**src/rtl/elevator_pkg.sv**
```systemverilog
// Shared types and constants for the elevator request path.
package elevator_pkg;

  localparam int unsigned NUM_FLOORS = 4;
  localparam int unsigned FLOOR_W    = $clog2(NUM_FLOORS);

  typedef enum logic [1:0] {
    StIdle,
    StDispatch,
    StDoorOpen,
    StHalted
  } state_e;

  function automatic logic [NUM_FLOORS-1:0] floor_onehot(input logic [FLOOR_W-1:0] idx);
    floor_onehot      = '0;
    floor_onehot[idx] = 1'b1;
  endfunction

endpackage

```
**src/rtl/btn_debounce.sv**
```systemverilog
// One floor button: 2-flop synchronizer, saturating stable-high counter and a
// single-cycle press strobe on the cycle the counter reaches its threshold.
module btn_debounce #(
  parameter int unsigned DEBOUNCE_CYCLES = 4
) (
  input  logic clk,
  input  logic reset_n,
  input  logic btn,
  output logic press
);

  localparam int unsigned CntW = $clog2(DEBOUNCE_CYCLES + 1);
  localparam logic [CntW-1:0] CntMax = CntW'(DEBOUNCE_CYCLES);

  logic            sync1_q, sync2_q;
  logic [CntW-1:0] cnt_q;

  always_ff @(posedge clk or negedge reset_n) begin
    if (!reset_n) begin
      sync1_q <= 1'b0;
      sync2_q <= 1'b0;
      cnt_q   <= '0;
    end else begin
      sync1_q <= btn;
      sync2_q <= sync1_q;
      if (!sync2_q) begin
        cnt_q <= '0;
      end else if (cnt_q != CntMax) begin
        cnt_q <= cnt_q + 1'b1;
      end
    end
  end

  // Strobe on the edge where the counter steps into saturation, so it fires once per press.
  assign press = sync2_q && (cnt_q == CntMax - 1'b1);

endmodule

```
**src/rtl/floor_call_dispatcher.sv**
```systemverilog
// Latches debounced floor calls, dispatches them one at a time in SCAN order to the
// motion controller, and runs the door dwell on arrival.
module floor_call_dispatcher
  import elevator_pkg::*;
#(
  parameter int unsigned DEBOUNCE_CYCLES = 4,
  parameter int unsigned DWELL_CYCLES    = 8
) (
  input  logic                  clk,
  input  logic                  reset_n,
  input  logic [NUM_FLOORS-1:0] btn,
  input  logic                  emergency_stop,
  input  logic                  move_up,
  input  logic                  move_down,
  input  logic                  motor_stop,
  input  logic [FLOOR_W-1:0]    current_floor,
  output logic [NUM_FLOORS-1:0] floor_req,
  output logic [NUM_FLOORS-1:0] pending,
  output logic                  door_open,
  output logic                  serviced_valid,
  output logic [FLOOR_W-1:0]    serviced_floor
);

  localparam int unsigned DwellW = $clog2(DWELL_CYCLES + 1);
  localparam logic [DwellW-1:0] DwellMax = DwellW'(DWELL_CYCLES - 1);

  state_e                state_q;
  logic                  dir_up_q, fault_q;
  logic [FLOOR_W-1:0]    target_q;
  logic [NUM_FLOORS-1:0] pending_q;
  logic [DwellW-1:0]     dwell_q;

  logic [NUM_FLOORS-1:0] press;

  for (genvar g = 0; g < NUM_FLOORS; g++) begin : g_btn
    btn_debounce #(
      .DEBOUNCE_CYCLES(DEBOUNCE_CYCLES)
    ) u_debounce (
      .clk    (clk),
      .reset_n(reset_n),
      .btn    (btn[g]),
      .press  (press[g])
    );
  end

  logic [NUM_FLOORS-1:0] cur_oh, cand, absorb, clr;
  logic                  cur_pending, cur_press, arrive, ctrl_moving;
  logic                  have_above, have_below, sel_valid, sel_dir_up;
  logic [FLOOR_W-1:0]    near_above, near_below, sel_floor;

  always_comb begin
    cur_oh      = floor_onehot(current_floor);
    cand        = pending_q & ~cur_oh;
    cur_pending = |(pending_q & cur_oh);
    cur_press   = |(press & cur_oh);
    ctrl_moving = move_up || move_down;
    arrive      = (state_q == StDispatch) && (current_floor == target_q) && motor_stop &&
                  !emergency_stop;

    // Descending scan keeps the lowest candidate above, ascending the highest below.
    have_above = 1'b0;
    near_above = '0;
    for (int i = NUM_FLOORS - 1; i >= 0; i--) begin
      if (cand[i] && i > int'(current_floor)) begin
        have_above = 1'b1;
        near_above = FLOOR_W'(i);
      end
    end
    have_below = 1'b0;
    near_below = '0;
    for (int i = 0; i < NUM_FLOORS; i++) begin
      if (cand[i] && i < int'(current_floor)) begin
        have_below = 1'b1;
        near_below = FLOOR_W'(i);
      end
    end

    sel_valid = have_above || have_below;
    if (dir_up_q) begin
      sel_dir_up = have_above;
      sel_floor  = have_above ? near_above : near_below;
    end else begin
      sel_dir_up = !have_below;
      sel_floor  = have_below ? near_below : near_above;
    end

    // A same-floor press opens or extends the door instead of becoming a call.
    absorb = '0;
    if (!emergency_stop &&
        ((state_q == StIdle && motor_stop) || (state_q == StDoorOpen && !ctrl_moving))) begin
      absorb = cur_oh;
    end

    clr = '0;
    if (state_q == StIdle && !emergency_stop && motor_stop && cur_pending) begin
      clr = cur_oh;
    end else if (arrive) begin
      clr = floor_onehot(target_q);
    end
  end

  always_ff @(posedge clk or negedge reset_n) begin
    if (!reset_n) begin
      state_q        <= StIdle;
      dir_up_q       <= 1'b1;
      fault_q        <= 1'b0;
      target_q       <= '0;
      pending_q      <= '0;
      dwell_q        <= '0;
      floor_req      <= '0;
      door_open      <= 1'b0;
      serviced_valid <= 1'b0;
      serviced_floor <= '0;
    end else begin
      serviced_valid <= 1'b0;
      pending_q      <= (pending_q | (press & ~absorb)) & ~clr;
      if (emergency_stop) begin
        state_q   <= StHalted;
        floor_req <= '0;
        door_open <= 1'b0;
        dwell_q   <= '0;
      end else begin
        unique case (state_q)
          StIdle: begin
            if (motor_stop && (cur_pending || cur_press)) begin
              state_q   <= StDoorOpen;
              door_open <= 1'b1;
              dwell_q   <= DwellMax;
              if (cur_pending) begin
                serviced_valid <= 1'b1;
                serviced_floor <= current_floor;
              end
            end else if (sel_valid) begin
              state_q   <= StDispatch;
              target_q  <= sel_floor;
              dir_up_q  <= sel_dir_up;
              floor_req <= floor_onehot(sel_floor);
            end
          end
          StDispatch: begin
            if (arrive) begin
              state_q        <= StDoorOpen;
              floor_req      <= '0;
              door_open      <= 1'b1;
              dwell_q        <= DwellMax;
              serviced_valid <= 1'b1;
              serviced_floor <= target_q;
            end
          end
          StDoorOpen: begin
            if (ctrl_moving) begin
              // Controller moving with the door open: hold off until it goes quiet.
              state_q   <= StHalted;
              fault_q   <= 1'b1;
              door_open <= 1'b0;
              dwell_q   <= '0;
            end else if (cur_press) begin
              dwell_q <= DwellMax;
            end else if (dwell_q == '0) begin
              state_q   <= StIdle;
              door_open <= 1'b0;
            end else begin
              dwell_q <= dwell_q - 1'b1;
            end
          end
          StHalted: begin
            if (!fault_q || !ctrl_moving) begin
              state_q <= StIdle;
              fault_q <= 1'b0;
            end
          end
          default: state_q <= StIdle;
        endcase
      end
    end
  end

  assign pending = pending_q;

endmodule

```
**config.mk**
```make
export PLATFORM = sky130hd
export DESIGN_NAME = floor_call_dispatcher
export DESIGN_NICKNAME = d
export VERILOG_FILES = /design/src/rtl/elevator_pkg.sv /design/src/rtl/btn_debounce.sv /design/src/rtl/floor_call_dispatcher.sv
export SDC_FILE = /design/constraint.sdc
export NUM_CORES = 1
export LEC_CHECK = 0
export ABC_AREA = 1
export BUFFER_PORTS_ARGS = -buffer_cell sky130_fd_sc_hd__buf_2
export CAP_MARGIN = 20
export CELL_PAD_IN_SITES_DETAIL_PLACEMENT = 0
export CELL_PAD_IN_SITES_GLOBAL_PLACEMENT = 1
export CORE_MARGIN = 3
export CORE_UTILIZATION = 40
export CTS_CLUSTER_DIAMETER = 100
export CTS_CLUSTER_SIZE = 14
export DETAILED_ROUTE_END_ITERATION = 8
export GPL_ROUTABILITY_DRIVEN = 0
export PLACE_DENSITY = 0.75
export SYNTH_ARGS = -nofsm -noshare
export SYNTH_HDL_FRONTEND = slang
export SYNTH_HIERARCHICAL = 1
export SYNTH_SLANG_ARGS = --single-unit
```
**constraint.sdc**
```tcl
create_clock -name clk -period 1.8 [get_ports clk]
set_clock_uncertainty 0.05 [all_clocks]
set_input_delay 0 -clock clk [delete_from_list [all_inputs] [get_ports clk]]
set_output_delay 0 -clock clk [all_outputs]
set_load 0.02 [all_outputs]
```
==> metrics.txt <==
# TYPE chip_impl_metric gauge
chip_impl_info{name="crit_start",value="g_btn[2].u_debounce/cnt_q[1]"} 1
chip_impl_metric{name="routed_wirelength",unit="mm"} 5.76
chip_impl_metric{name="mappedNetlistNets",unit=""} 349
chip_impl_metric{name="maxClockFrequency",unit="GHz"} 0.546
chip_impl_metric{name="die_h",unit="um"} 87.1
chip_impl_metric{name="timing_max_transition_violations_final",unit=""} 0
chip_impl_metric{name="cts.path.max_buffers",unit=""} 2
chip_impl_metric{name="htree_levels",unit=""} 2
chip_impl_metric{name="post_synth.cell_area_avg",unit="um^2"} 8.13
chip_impl_info{name="clk_root_buffer_cell",value="sky130_fd_sc_hd__clkbuf_8"} 1
chip_impl_metric{name="post-route-util",unit=""} 0.526
chip_impl_info{name="end_kind",value="flip-flop"} 1
chip_impl_metric{name="power-per-cell-area",unit="nW/um^2"} 1500
chip_impl_metric{name="gr-total-overflow",unit=""} 0
chip_impl_metric{name="grt_antenna_before_repair",unit=""} 0
chip_impl_metric{name="timing.critical_path.slowest_cell_delay",unit="ps"} 400
chip_impl_metric{name="cts_inserted_buffers",unit=""} 5
chip_impl_metric{name="worst_pin_slew",unit="ps"} 478
chip_impl_info{name="outcome",value="finished, violations left"} 1
chip_impl_info{name="violations",value="setup timing"} 1
chip_impl_metric{name="number_of_global_route_vias_before_repair",unit=""} 2182
chip_impl_info{name="yosys_most_used_dff",value="sky130_fd_sc_hd__dfrtp_1"} 1
chip_impl_metric{name="route.vias.total",unit=""} 2254
chip_impl_metric{name="area_of_the_core_region",unit="um^2"} 6130
chip_impl_metric{name="arrival",unit="ps"} 2010
chip_impl_metric{name="drt_drc_violations_left",unit=""} 0
chip_impl_metric{name="first_iter_violations",unit=""} 149
chip_impl_metric{name="pin_count_of_the_biggest_net_entering_global_routing",unit=""} 22
chip_impl_metric{name="quantity_of_i_o_buffers_inserted_on_ports",unit=""} 23
chip_impl_metric{name="vias_per_cell",unit=""} 5.00
chip_impl_metric{name="cap_violations",unit=""} 0
chip_impl_metric{name="required",unit="ps"} 1980
chip_impl_info{name="worst_path_dominant_cell_family",value="simple AND/OR/NAND/NOR gates"} 1
chip_impl_metric{name="period_needed",unit="ps"} 1830
chip_impl_metric{name="timing.critical_path.buf_inv",unit=""} 1
chip_impl_metric{name="post_synth_num_cell_types",unit=""} 36
chip_impl_metric{name="async_flop_share",unit=""} 1.00
chip_impl_metric{name="report.final.setup_viol",unit=""} 4
chip_impl_metric{name="drtAntennaViolNets",unit=""} 0
chip_impl_metric{name="cts.clk_slew.worst_paths",unit="ps"} 80
chip_impl_info{name="crit_chain",value="ha_2 -> ha_4 -> nand2_2 -> inv_2 -> nand3_2 -> nand2_2 -> nor2_4 -> nand2_4 -> nand2_8 -> nand2_8 -> nor2_8 -> nand2_1 -> o21ai_1"} 1
chip_impl_metric{name="reg2reg_setup_slack",unit="ps"} -30
chip_impl_metric{name="worst_slew_margin_rel",unit=""} 0.681
chip_impl_info{name="unrepaired_setup_endpoints_after_global_routing",value="yes"} 1
chip_impl_info{name="worstSetupPathType",value="flip-flop to flip-flop"} 1
chip_impl_info{name="critical-path-slowest-cell",value="sky130_fd_sc_hd__dfrtp_1"} 1
chip_impl_info{name="cp-start-kind",value="flip-flop"} 1
chip_impl_metric{name="worst_slack",unit="ps"} -30.1
chip_impl_metric{name="ios",unit=""} 24
chip_impl_metric{name="die_w",unit="um"} 87.1
chip_impl_metric{name="post_route_cells_drive_above_1_share",unit=""} 0.330
chip_impl_metric{name="synth-seq-area-share",unit=""} 0.400
chip_impl_metric{name="post-dp-hpwl",unit="mm"} 4.42
chip_impl_metric{name="cts.sinks",unit=""} 42
chip_impl_metric{name="initial_utilization",unit=""} 0.430
chip_impl_info{name="cts_tree",value="yes"} 1
chip_impl_metric{name="final_min_period_over_clock_period",unit=""} 1.02
chip_impl_metric{name="yosys_warnings",unit=""} 6
chip_impl_metric{name="gr-usage-all-layers",unit=""} 0.166
chip_impl_metric{name="core.rowCount",unit=""} 28
chip_impl_metric{name="worstSkewPairLatency",unit="ps"} 290
chip_impl_metric{name="finalPower",unit="mW"} 4.83
chip_impl_metric{name="synth_edf_count",unit=""} 0
chip_impl_info{name="origin_of_the_critical_flop_to_flop_path",value="g_btn[2].u_debounce/cnt_q[1]"} 1
chip_impl_metric{name="vdd.ir_drop.worst",unit="V"} 0.000900
chip_impl_info{name="min-delay-path-class",value="input pin to flip-flop"} 1
chip_impl_metric{name="power.static_leakage",unit="nW"} 1.66
chip_impl_metric{name="final.fill_count",unit=""} 576
chip_impl_metric{name="synthesized_area",unit="um^2"} 2630
chip_impl_metric{name="critical_path.max_fanout",unit=""} 5
chip_impl_metric{name="wl_per_cell",unit="um"} 12.8
chip_impl_metric{name="report.final.hold_viol_count",unit=""} 0
chip_impl_info{name="worstHoldStart",value="move_down"} 1
chip_impl_metric{name="synthToLayoutAreaGrowth",unit="%"} 22.3
chip_impl_metric{name="synth_seq_cells",unit=""} 42
chip_impl_metric{name="post_synth_inst_count",unit=""} 324
chip_impl_metric{name="die-area",unit="um^2"} 7590
chip_impl_metric{name="detailedRoute.firstPassIterationCount",unit=""} 5
chip_impl_metric{name="grt_pass1_wl",unit="mm"} 10.1
chip_impl_metric{name="final_nets",unit=""} 400
chip_impl_metric{name="antenna_cells_inserted",unit=""} 0
[metrics by stage]
step | setup TNS, ps | worst slack (ps) | hold WS (ps) | cells | instance area (um^2)
after floorplan | 0 | 42.2 | -346 | 324 | 2630
after global placement | -288 | -49.5 | -54.6 | 435 | 2930
after detailed placement | -180 | -32.4 | -58.5 | 435 | 2930
after CTS | 0 | 1.04 | 102 | 450 | 3150
after global routing | -1450 | -151 | 132 | 451 | 3220
final | -67.1 | -30.1 | 109 | 451 | 3220
[worst min-delay path, cell delays in order]
cell	delay, ps
sky130_fd_sc_hd__buf_2	80
sky130_fd_sc_hd__inv_1	30
sky130_fd_sc_hd__nand2_1	150
sky130_fd_sc_hd__o31ai_1	90
sky130_fd_sc_hd__o21ai_0	70
[Yosys cell counts, types with 2 or more instances]
library cell                n  share of area
sky130_fd_sc_hd__nand2_1   82           0.12
sky130_fd_sc_hd__dfrtp_1   41           0.39
sky130_fd_sc_hd__inv_1     37          0.053
sky130_fd_sc_hd__nand3_1   30          0.057
sky130_fd_sc_hd__nor2_1    18          0.026
sky130_fd_sc_hd__nand2_2   17          0.040
sky130_fd_sc_hd__ha_1      13          0.062
sky130_fd_sc_hd__a21oi_1   12          0.023
sky130_fd_sc_hd__nand4_1    9          0.021
sky130_fd_sc_hd__inv_2      7          0.010
sky130_fd_sc_hd__nand3_2    6          0.023
sky130_fd_sc_hd__nor3_1     6          0.011
sky130_fd_sc_hd__o21ai_0    6          0.011
sky130_fd_sc_hd__a21boi_1   4          0.011
sky130_fd_sc_hd__a31oi_1    3         0.0071
sky130_fd_sc_hd__nand2_4    3          0.013
sky130_fd_sc_hd__nor2_2     3         0.0071
sky130_fd_sc_hd__nor2_4     3          0.013
sky130_fd_sc_hd__o22ai_1    3         0.0071
sky130_fd_sc_hd__buf_6      2         0.0086
sky130_fd_sc_hd__nand2_8    2          0.015
sky130_fd_sc_hd__nor2_8     2          0.015
sky130_fd_sc_hd__o21ai_1    2         0.0038
[where the power goes]
part           internal, mW  switching, mW  leakage [nW]
Combinational         0.974           1.48          1.09
Sequential             1.30          0.340         0.518
Clock                 0.415          0.324        0.0524
Total                  2.69           2.14          1.66
[cell type report]
| type | instances | area [um^2] | area share |
|---|---|---|---|
| inverters | 47 | 180 | 0.0559 |
| clock buffers | 7 | 76.3 | 0.0237 |
| flip-flops and latches | 42 | 1050 | 0.327 |
| multi-input cells | 233 | 1490 | 0.461 |
| repair buffers | 46 | 303 | 0.0940 |
| clock inverters | 1 | 30.0 | 0.00932 |
| well taps | 75 | 93.8 | 0.0291 |
[layer usage]
metal | up-vias | wire (um) | share of wire | GRT usage
met4 | 0 | 33 | 0.0057 | 0.0432
met5 | - | 0 | 0 | 0
met2 | 29 | 2740 | 0.48 | 0.274
li1 | 1161 | - | - | -
met3 | 4 | 263 | 0.046 | 0.0426
met1 | 1060 | 2720 | 0.47 | 0.218
[registers in the layout (all words and copies together), names as in the netlist]
register and flops:
door_open 1, dir_up_q 1, target_q 2, pending 4
state_q 2, g_btn.u_debounce/sync2_q 4, serviced_valid 1, g_btn.u_debounce/cnt_q 12
serviced_floor 2, dwell_q 4, floor_req 4, g_btn.u_debounce/sync1_q 4
fault_q 1
[cells in the final DEF, fill, tap and decap left out, types with 2 or more instances in the layout]
| cell type | synthesis | final |
|---|---|---|
| sky130_fd_sc_hd__buf_4 | 0 | 17 |
| sky130_fd_sc_hd__nand4_1 | 9 | 9 |
| sky130_fd_sc_hd__clkbuf_8 | 0 | 5 |
| sky130_fd_sc_hd__a31oi_1 | 3 | 3 |
| sky130_fd_sc_hd__nand2_4 | 3 | 4 |
| sky130_fd_sc_hd__inv_1 | 37 | 34 |
| sky130_fd_sc_hd__a21oi_1 | 12 | 12 |
| sky130_fd_sc_hd__ha_1 | 13 | 5 |
| sky130_fd_sc_hd__o21ai_1 | 2 | 2 |
| sky130_fd_sc_hd__a21boi_1 | 4 | 4 |
| sky130_fd_sc_hd__nand2_1 | 82 | 68 |
| sky130_fd_sc_hd__ha_2 | 0 | 7 |
| sky130_fd_sc_hd__o21ai_0 | 6 | 5 |
| sky130_fd_sc_hd__nand3_2 | 6 | 6 |
| sky130_fd_sc_hd__nor2_4 | 3 | 3 |
| sky130_fd_sc_hd__dfrtp_1 | 41 | 41 |
| sky130_fd_sc_hd__buf_2 | 0 | 23 |
| sky130_fd_sc_hd__nor2_8 | 2 | 2 |
| sky130_fd_sc_hd__o22ai_1 | 3 | 3 |
| sky130_fd_sc_hd__nor2_1 | 18 | 18 |
| sky130_fd_sc_hd__nand3_1 | 30 | 28 |
| sky130_fd_sc_hd__nor3_1 | 6 | 6 |
| sky130_fd_sc_hd__clkbuf_1 | 0 | 2 |
| sky130_fd_sc_hd__inv_2 | 7 | 10 |
| sky130_fd_sc_hd__dlygate4sd3_1 | 0 | 6 |
| sky130_fd_sc_hd__nand2_8 | 2 | 2 |
| sky130_fd_sc_hd__nor2_2 | 3 | 3 |
| sky130_fd_sc_hd__nand3_4 | 1 | 3 |
| sky130_fd_sc_hd__nand2_2 | 17 | 30 |
[worst paths after layout]
check | endpoint | cells past startpoint
min | fault_q | 5
min reg2reg | g_btn[3].u_debounce/sync2_q | 0
max in group asynchronous | dir_up_q | 3
max | target_q[1] | 13
max reg2reg | target_q[1] | 13
min in group asynchronous | g_btn[2].u_debounce/cnt_q[2] | 2
[what timing repair did]
item,4_1_cts,5_1_grt
buffers inserted,1,1
endpoints found under the setup margin,13,14
hold buffers,6,0
cloned,0,0
pin swaps,8,20
endpoints found under the hold margin,24,0
resized for setup,13,21
[logic make-up (layout without fill, tap and decap cells)]
kind of cell,Yosys count,count (layout),share of synthesized area
and+or+nand+nor,187,187,0.386
adders and majority gates,13,13,0.0618
buffers and inverters,49,101,0.0770
AOI/OAI and AO/OA,32,32,0.0727
xor gates and xnor gates,1,1,0.00333
DFF,42,42,0.400
Note: power is estimated with default switching activity, not from simulation.
